$ cat config.mk
export PLATFORM = sky130hd
export DESIGN_NAME = mem_bist
export DESIGN_NICKNAME = d
export VERILOG_FILES = /design/src/rtl/mem_bist.sv
export SDC_FILE = /design/constraint.sdc
export NUM_CORES = 1
export LEC_CHECK = 0
export CAP_MARGIN = 30
export CORE_ASPECT_RATIO = 1.75
export CORE_MARGIN = 10
export CORE_UTILIZATION = 50
export DETAILED_ROUTE_END_ITERATION = 10
export DONT_BUFFER_PORTS = 1
export PLACE_DENSITY = 0.68
export SYNTH_ARGS = -nofsm -noshare
export SYNTH_HDL_FRONTEND = slang
export SYNTH_SLANG_ARGS = --single-unit
$ cat constraint.sdc
create_clock -name clock -period 11.3 [get_ports clock]
set_clock_uncertainty 0.05 [all_clocks]
set_input_delay 3.39 -clock clock [delete_from_list [all_inputs] [get_ports clock]]
set_output_delay 3.39 -clock clock [all_outputs]
set_load 0.01 [all_outputs]
$ cat src/rtl/mem_bist.sv
// rtl/mem_bist.sv - memory BIST initiator: pattern write over a strided range, pipelined read-back and compare
// Outputs are registered from next-state values so they stay aligned with the state they belong to.
module mem_bist #(
  parameter int ADDR_W = 16,
  parameter int DATA_W = 16,
  parameter int STRIDE = 4
) (
  input  logic              clock,
  input  logic              reset_n,
  input  logic              Start,
  input  logic              Abort,
  input  logic [ADDR_W-1:0] BaseAddr,
  input  logic [ADDR_W-1:0] WordCount,
  input  logic [1:0]        PatternSel,
  output logic [ADDR_W-1:0] MemAddress,
  output logic [DATA_W-1:0] MemDataOut,
  output logic              MemWrite,
  input  logic [DATA_W-1:0] MemVal,
  output logic              Busy,
  output logic              Done,
  output logic              Pass,
  output logic [15:0]       ErrCount,
  output logic [ADDR_W-1:0] FirstErrAddr
);

  typedef enum logic [2:0] {IDLE, WRITE, READ, DRAIN, DONE} state_t;

  localparam logic [DATA_W-1:0] CHECKER = {(DATA_W/2){2'b10}};

  function automatic logic [ADDR_W-1:0] word_addr(input logic [ADDR_W-1:0] base,
                                                  input logic [15:0] i);
    logic [31:0] off;
    off = 32'(i) * 32'(STRIDE);
    return base + ADDR_W'(off);
  endfunction

  function automatic logic [DATA_W-1:0] pattern(input logic [1:0] sel, input logic [15:0] i,
                                                input logic [ADDR_W-1:0] addr);
    case (sel)
      2'd0:    return DATA_W'(i);
      2'd1:    return ~DATA_W'(i);
      2'd2:    return i[0] ? ~CHECKER : CHECKER;
      default: return DATA_W'(addr);
    endcase
  endfunction

  state_t            state, state_nx;
  logic [15:0]       idx, idx_nx;
  logic [ADDR_W-1:0] base_l, count_l;
  logic [1:0]        sel_l;
  logic              cmp_valid, cmp_valid_nx;
  logic [DATA_W-1:0] cmp_exp, cmp_exp_nx;
  logic [ADDR_W-1:0] cmp_addr, cmp_addr_nx;

  logic [ADDR_W-1:0] mem_addr_nx, first_nx;
  logic [DATA_W-1:0] mem_data_nx;
  logic              mem_write_nx, busy_nx, done_nx, pass_nx;
  logic [15:0]       err_nx;

  logic              start_ok, abort_ok, last, mismatch;
  logic [ADDR_W-1:0] base_src, launch_addr;
  logic [1:0]        sel_src;

  assign start_ok = (state == IDLE) && Start;
  assign abort_ok = (state != IDLE) && Abort;
  assign last     = (ADDR_W'(idx) == count_l - ADDR_W'(1));
  assign mismatch = cmp_valid && !abort_ok && (MemVal != cmp_exp);

  always_ff @(posedge clock or negedge reset_n) begin
    if (!reset_n) begin
      state        <= IDLE;
      idx          <= '0;
      base_l       <= '0;
      count_l      <= '0;
      sel_l        <= '0;
      cmp_valid    <= 1'b0;
      cmp_exp      <= '0;
      cmp_addr     <= '0;
      MemAddress   <= '0;
      MemDataOut   <= '0;
      MemWrite     <= 1'b0;
      Busy         <= 1'b0;
      Done         <= 1'b0;
      Pass         <= 1'b0;
      ErrCount     <= '0;
      FirstErrAddr <= '0;
    end else begin
      state        <= state_nx;
      idx          <= idx_nx;
      if (start_ok) begin
        base_l  <= BaseAddr;
        count_l <= WordCount;
        sel_l   <= PatternSel;
      end
      cmp_valid    <= cmp_valid_nx;
      cmp_exp      <= cmp_exp_nx;
      cmp_addr     <= cmp_addr_nx;
      MemAddress   <= mem_addr_nx;
      MemDataOut   <= mem_data_nx;
      MemWrite     <= mem_write_nx;
      Busy         <= busy_nx;
      Done         <= done_nx;
      Pass         <= pass_nx;
      ErrCount     <= err_nx;
      FirstErrAddr <= first_nx;
    end
  end

  always_comb begin
    state_nx = state;
    idx_nx   = idx;
    case (state)
      IDLE: begin
        if (Start) begin
          state_nx = (WordCount == '0) ? DONE : WRITE;
          idx_nx   = '0;
        end
      end
      WRITE: begin
        if (last) begin
          state_nx = READ;
          idx_nx   = '0;
        end else begin
          idx_nx = idx + 16'd1;
        end
      end
      READ: begin
        if (last) state_nx = DRAIN;
        else      idx_nx   = idx + 16'd1;
      end
      DRAIN:   state_nx = DONE;
      DONE:    state_nx = IDLE;
      default: state_nx = IDLE;
    endcase
    if (abort_ok) state_nx = IDLE;
  end

  // Launch values come straight from the inputs on the Start edge, before the latches hold them.
  always_comb begin
    base_src     = start_ok ? BaseAddr : base_l;
    sel_src      = start_ok ? PatternSel : sel_l;
    launch_addr  = word_addr(base_src, idx_nx);

    mem_write_nx = (state_nx == WRITE);
    mem_addr_nx  = MemAddress;
    mem_data_nx  = MemDataOut;
    if (state_nx == WRITE || state_nx == READ) mem_addr_nx = launch_addr;
    if (state_nx == WRITE) mem_data_nx = pattern(sel_src, idx_nx, launch_addr);

    busy_nx = (state_nx == WRITE) || (state_nx == READ) || (state_nx == DRAIN);
    done_nx = (state_nx == DONE);

    cmp_valid_nx = (state == READ) && !abort_ok;
    cmp_addr_nx  = word_addr(base_l, idx);
    cmp_exp_nx   = pattern(sel_l, idx, cmp_addr_nx);

    err_nx   = ErrCount;
    first_nx = FirstErrAddr;
    if (start_ok) begin
      err_nx   = '0;
      first_nx = '0;
    end else if (mismatch) begin
      if (ErrCount != 16'hFFFF) err_nx = ErrCount + 16'd1;
      if (ErrCount == 16'd0)    first_nx = cmp_addr;
    end

    pass_nx = Pass;
    if (start_ok) pass_nx = 1'b0;
    if (abort_ok) pass_nx = 1'b0;
    else if (state_nx == DONE) pass_nx = (err_nx == 16'd0);
  end

endmodule

* Word level (Yosys, flattened, before mapping)
Index checks and enable logic that the tools add are counted.
** Storage, ports and cells
- Input port bits :: 54
- Output and inout port bits :: 68
- Register bits :: 154
- Logic and storage cells :: 81
** Cells by class
- Bitwise operators :: 2
- Add/sub/neg operators :: 5
- Equality and inequality tests :: 14
- Reductions and logical operators :: 19
- Mux-type cells :: 25
** Operators with widths (count)
- 16-bit two-way mux :: 12
- 16-bit one-hot mux with 3 select lines :: 3
- 16-bit logical NOT :: 3
- 16-bit by 1-bit adder with 16-bit output (second input constant) :: 2
- 16-bit adder :: 2
- 16-bit inverter :: 2
- 16-bit == test :: 1
- 16-bit != test :: 1
- 16-bit != test (second input constant) :: 1
- 16-bit by 1-bit subtractor with 16-bit output (second input constant) :: 1
- 3-bit two-way mux :: 5
- 3-bit by 2-bit == test with 1-bit output (second input constant) :: 4
- 3-bit one-hot mux with 4 select lines :: 1
- 3-bit by 1-bit == test with 1-bit output (second input constant) :: 2
- 3-bit nonzero test :: 2
- 1-bit logical AND :: 5
- 2-bit by 1-bit == test with 1-bit output (second input constant) :: 2
- 2-bit == test (second input constant) :: 2
- 2-bit logical NOT :: 2
- 2-bit nonzero test :: 2
- 3-bit == test (second input constant) :: 1
- 3-bit logical NOT :: 1
- 1-bit two-way mux :: 3
- 1-bit logical OR :: 2
- other kinds (3) :: 3

* Depth between registers and ports, before layout
- Depth in word-level cells :: 10
- Gate-level depth with buffers :: 24
- Depth with buffers taken out :: 24

* Worst setup path before layout
No wires, ideal clock.
- Path kind :: input port to flip-flop
- Start :: input Start
- End :: register MemDataOut[15]
- Path buffers :: 4
- Library setup time :: 99 ps
- Slack :: 3430 ps
- Required time :: 11151 ps
- Arrival :: 7720 ps
- Stages on the path :: 15
- Cell sequence :: nor4b_1 > clkbuf_1 > buf_1 > clkbuf_1 > buf_1 > mux2_2 > ha_1 > a21o_1 > maj3_2 > maj3_2 > o2111ai_2 > o211ai_1 > a31oi_1 > mux2i_1 > a311oi_1
** On the way
- Cells in the longest elaborated chain, start to end :: 4
- Elaborated cells between the ends (all ways) :: 16
- Those cells by class :: add/sub: 1; eq/ne: 3; mux: 9; bitwise: 1; reduce/logical: 2
** RTL lines
- start: declaration :: line 10 : input logic Start,
- 1-bit logical AND :: line 64 : assign start_ok = (state == IDLE) && Start;
- 16-bit two-way mux :: line 140 : base_src = start_ok ? BaseAddr : base_l;
- net base_src[2] :: line 61 : logic [ADDR_W-1:0] base_src, launch_addr;
- 16-bit adder :: line 34 : return base + ADDR_W'(off);
- 16-bit one-hot mux with 3 select lines :: line 39 : case (sel)
- end signal: assignment :: line 99 : MemDataOut <= mem_data_nx;
- end: declaration :: line 16 : output logic [DATA_W-1:0] MemDataOut,
The timed path passes the listed nets, and every way through them passes these cells.
A chain may end at the register's enable or synchronous reset.

* Worst setup path after layout
- Start :: input Start
- End :: register MemDataOut[15]
** On the way
- Cells in the longest elaborated chain, start to end :: 4
- Elaborated cells between the ends (all ways) :: 16
- Those cells by class :: add/sub: 1; eq/ne: 3; mux: 9; bitwise: 1; reduce/logical: 2
** RTL lines
- 16-bit two-way mux :: line 114 : if (Start) begin
- 16-bit one-hot mux with 3 select lines :: line 112 : case (state)
- net idx_nx[1] :: line 48 : logic [15:0] idx, idx_nx;
- 16-bit adder :: line 34
- 16-bit one-hot mux with 3 select lines :: line 39
The timed path passes the listed nets, and every way through them passes these cells.

==> impl_metrics.ini <==
[layout]
area_delta_synth_final_pct = 8.06
fin_nets = 1063
drive_above_1_share_pct = 9.73
design_area_um2 = 9980
fillers = 1603
final_util_pct = 55.0
layoutNonFillerInstCount = 1233

[drt]
vias_per_cell = 5.94
dr.pass1.iters = 5
drt-initial-drc-count = 522
wl_um = 26000
drc = 0
vias = 7328
final_antenna_net_count = 0
avgRoutedWirePerCell_um = 21.1

[timing]
finalSetupViolCount = 0
final_max_slew_viol_count = 0
timing.fmax_mhz = 151
hold_violations = 0
slew_headroom_pct = 33.4
fin_hold_ws_ns = 0.390
fin_setup_tns_ns = 0
fin_crit_ns = 6.62
worstMarginPinSlew_ns = 0.993
rsz0062_at_grt = false
period_share_pct = 58.6

[floorplan]
ioPinCount = 122
die_area_um2 = 24500
die_x_um = 123
core_area_um2 = 18100
start_util_pct = 50.9
die_y_um = 200
row_count = 65

[power]
vdd_drop_max_v = 0.000107
leakagePower_nw = 4.42
p_per_area_nw_per_um2 = 200

[cts]
cts-root-buf = clkbuf_16
postCtsHoldBufs = 0
cts_buffers = 17
cts.sinks = 154
clkTransAtPathRegs_ns = 0.07
post_cts_buffers = 0
cts_max_path_buffers = 2
clk_latency_ns = 0.43
cts_tree = yes
htreeDepth = 4
post_cts_resized = 0

[yosys]
synth_flop_cell = dfrtp_1
synth_area_leader_cell = dfrtp_1
synth_edf_count = 0
synth_commonest_cells = dfrtp_1 (154), nor2_1 (102), nand2_1 (89)
syn_area_per_cell_um2 = 9.16
seq_area_frac_synth_pct = 41.7
synth_seq_cells = 154
ys_async_sr_fraction_pct = 100
ys_top_cells_by_area = dfrtp_1 (42%), xnor2_1 (4.6%), nor2_1 (4.1%)
synthMostInstantiatedCell = dfrtp_1
synth_top_area_share_pct = 41.7
postSynthCellCount = 1008
synth_warnings = 0
synthesis.nets = 1087
synthDistinctLibCells = 84
syn_area_um2 = 9240

[global_route]
grt_first_pass_wirelength_um = 40800
grt_usage_pct = 21.4
grt_max_degree = 155
grt_pass1_vias = 7425
grt_antenna_before_repair = 3
grt.overflow.total = 0

[outcome]
status = finished clean

[placed_design]
dp.cells = 1199
numPortBuffers = 0
gp_congestion = 0.938
dpl.hpwl_um = 19700
placed_area_um2 = 9390

[setup_path]
criticalPathCategory = input port to flop
cp-end-kind = flop
crit_required_ns = 11.59
startpoint_type = input port
worstPathMaxFanout = 7
worstPathArrival_ns = 6.91

[min_path]
hold_path_class = flop to flop

[job]
cap_viol_max_count = 0
==> sequential cells by signal, indices dropped and copies added (netlist names), 2 cells and up <==
name	cells
sel_l	2
cmp_addr	16
MemAddress	16
MemDataOut	16
idx	16
cmp_exp	16
ErrCount	16
state	3
base_l	16
FirstErrAddr	16
count_l	16
==> per-stage QoR <==
step	worst slack, ns	power [mW]
2_1_floorplan	3.43	1.26
3_3_place_gp	4.39	1.42
3_5_place_dp	4.24	1.43
4_1_cts	4.68	2.01
5_1_grt	4.39	2.12
6_report	4.68	2.00
==> cell usage in the layout, fill, tap and decap left out, drive strengths merged, types with 20 or more instances in the layout <==
master	Yosys	layout
dfrtp	154	154
nor2	103	103
nand2	89	89
o21ai	72	72
inv	58	67
a21oi	56	56
xnor2	48	48
xor2	39	39
mux2i	34	34
nand3	25	25
nor3	24	24
ha	23	23
nor4	20	20
==> worst paths after layout <==
check	startpoint	end	slack, ns	cells after the start
setup / recovery	Start	MemDataOut[15]	4.68	15
hold / removal	base_l[1]	cmp_addr[1]	0.39	0
setup reg to reg	count_l[0]	MemDataOut[15]	5.63	20
hold reg to reg	base_l[1]	cmp_addr[1]	0.39	0
max in group asynchronous	reset_n	count_l[4]	8.42	0
min in group asynchronous	reset_n	FirstErrAddr[1]	2.60	0
==> area by class of cell <==
cell class | instances | area [µm²] | area share (%)
multi-input cells | 741 | 4940 | 49.5
flip-flops and latches | 154 | 3850 | 38.6
clock buffers | 18 | 439 | 4.40
well taps | 234 | 293 | 2.93
inverters | 59 | 221 | 2.22
clock inverters | 14 | 149 | 1.49
repair buffers | 11 | 82.6 | 0.827
diodes | 2 | 5.00 | 0.0501
==> layer usage <==
metal,global-route usage (%),wire length (µm),vias up
met5,0,7,-
li1,-,-,3522
met4,11.0,1060,2
met3,5.49,1680,55
met1,22.4,9350,3524
met2,38.3,13900,225
==> kinds of logic after synthesis <==
| family | after synthesis | synth area share (%) |
|---|---|---|
| AO/OA/AOI/OAI | 246 | 18.0 |
| buffers and inverters | 113 | 5.03 |
| XOR/XNOR | 87 | 8.25 |
| adder cells (fa/ha/maj) | 29 | 4.02 |
| flip-flops | 154 | 41.7 |
| multiplexers | 53 | 6.00 |
| AND/OR/NAND/NOR | 326 | 16.9 |
==> critical path, cell delays in order <==
cell and delay [ns]:
nor3_1 0.04, or3_1 0.40, inv_1 0.13, o21ai_4 0.12, a22oi_1 0.43, inv_1 0.12, ha_1 0.33, a21o_1 0.16
maj3_2 0.31, maj3_2 0.32, o2111ai_2 0.19, o211ai_1 0.29, a31oi_1 0.29, mux2i_1 0.11, a311oi_1 0.26
==> where the power goes <==
part	leakage (nW)	internal, mW	switching [mW]
Clock	0.285	0.318	0.256
Combinational	2.20	0.240	0.359
Sequential	1.93	0.683	0.143
(Power assumes the default switching activity.)
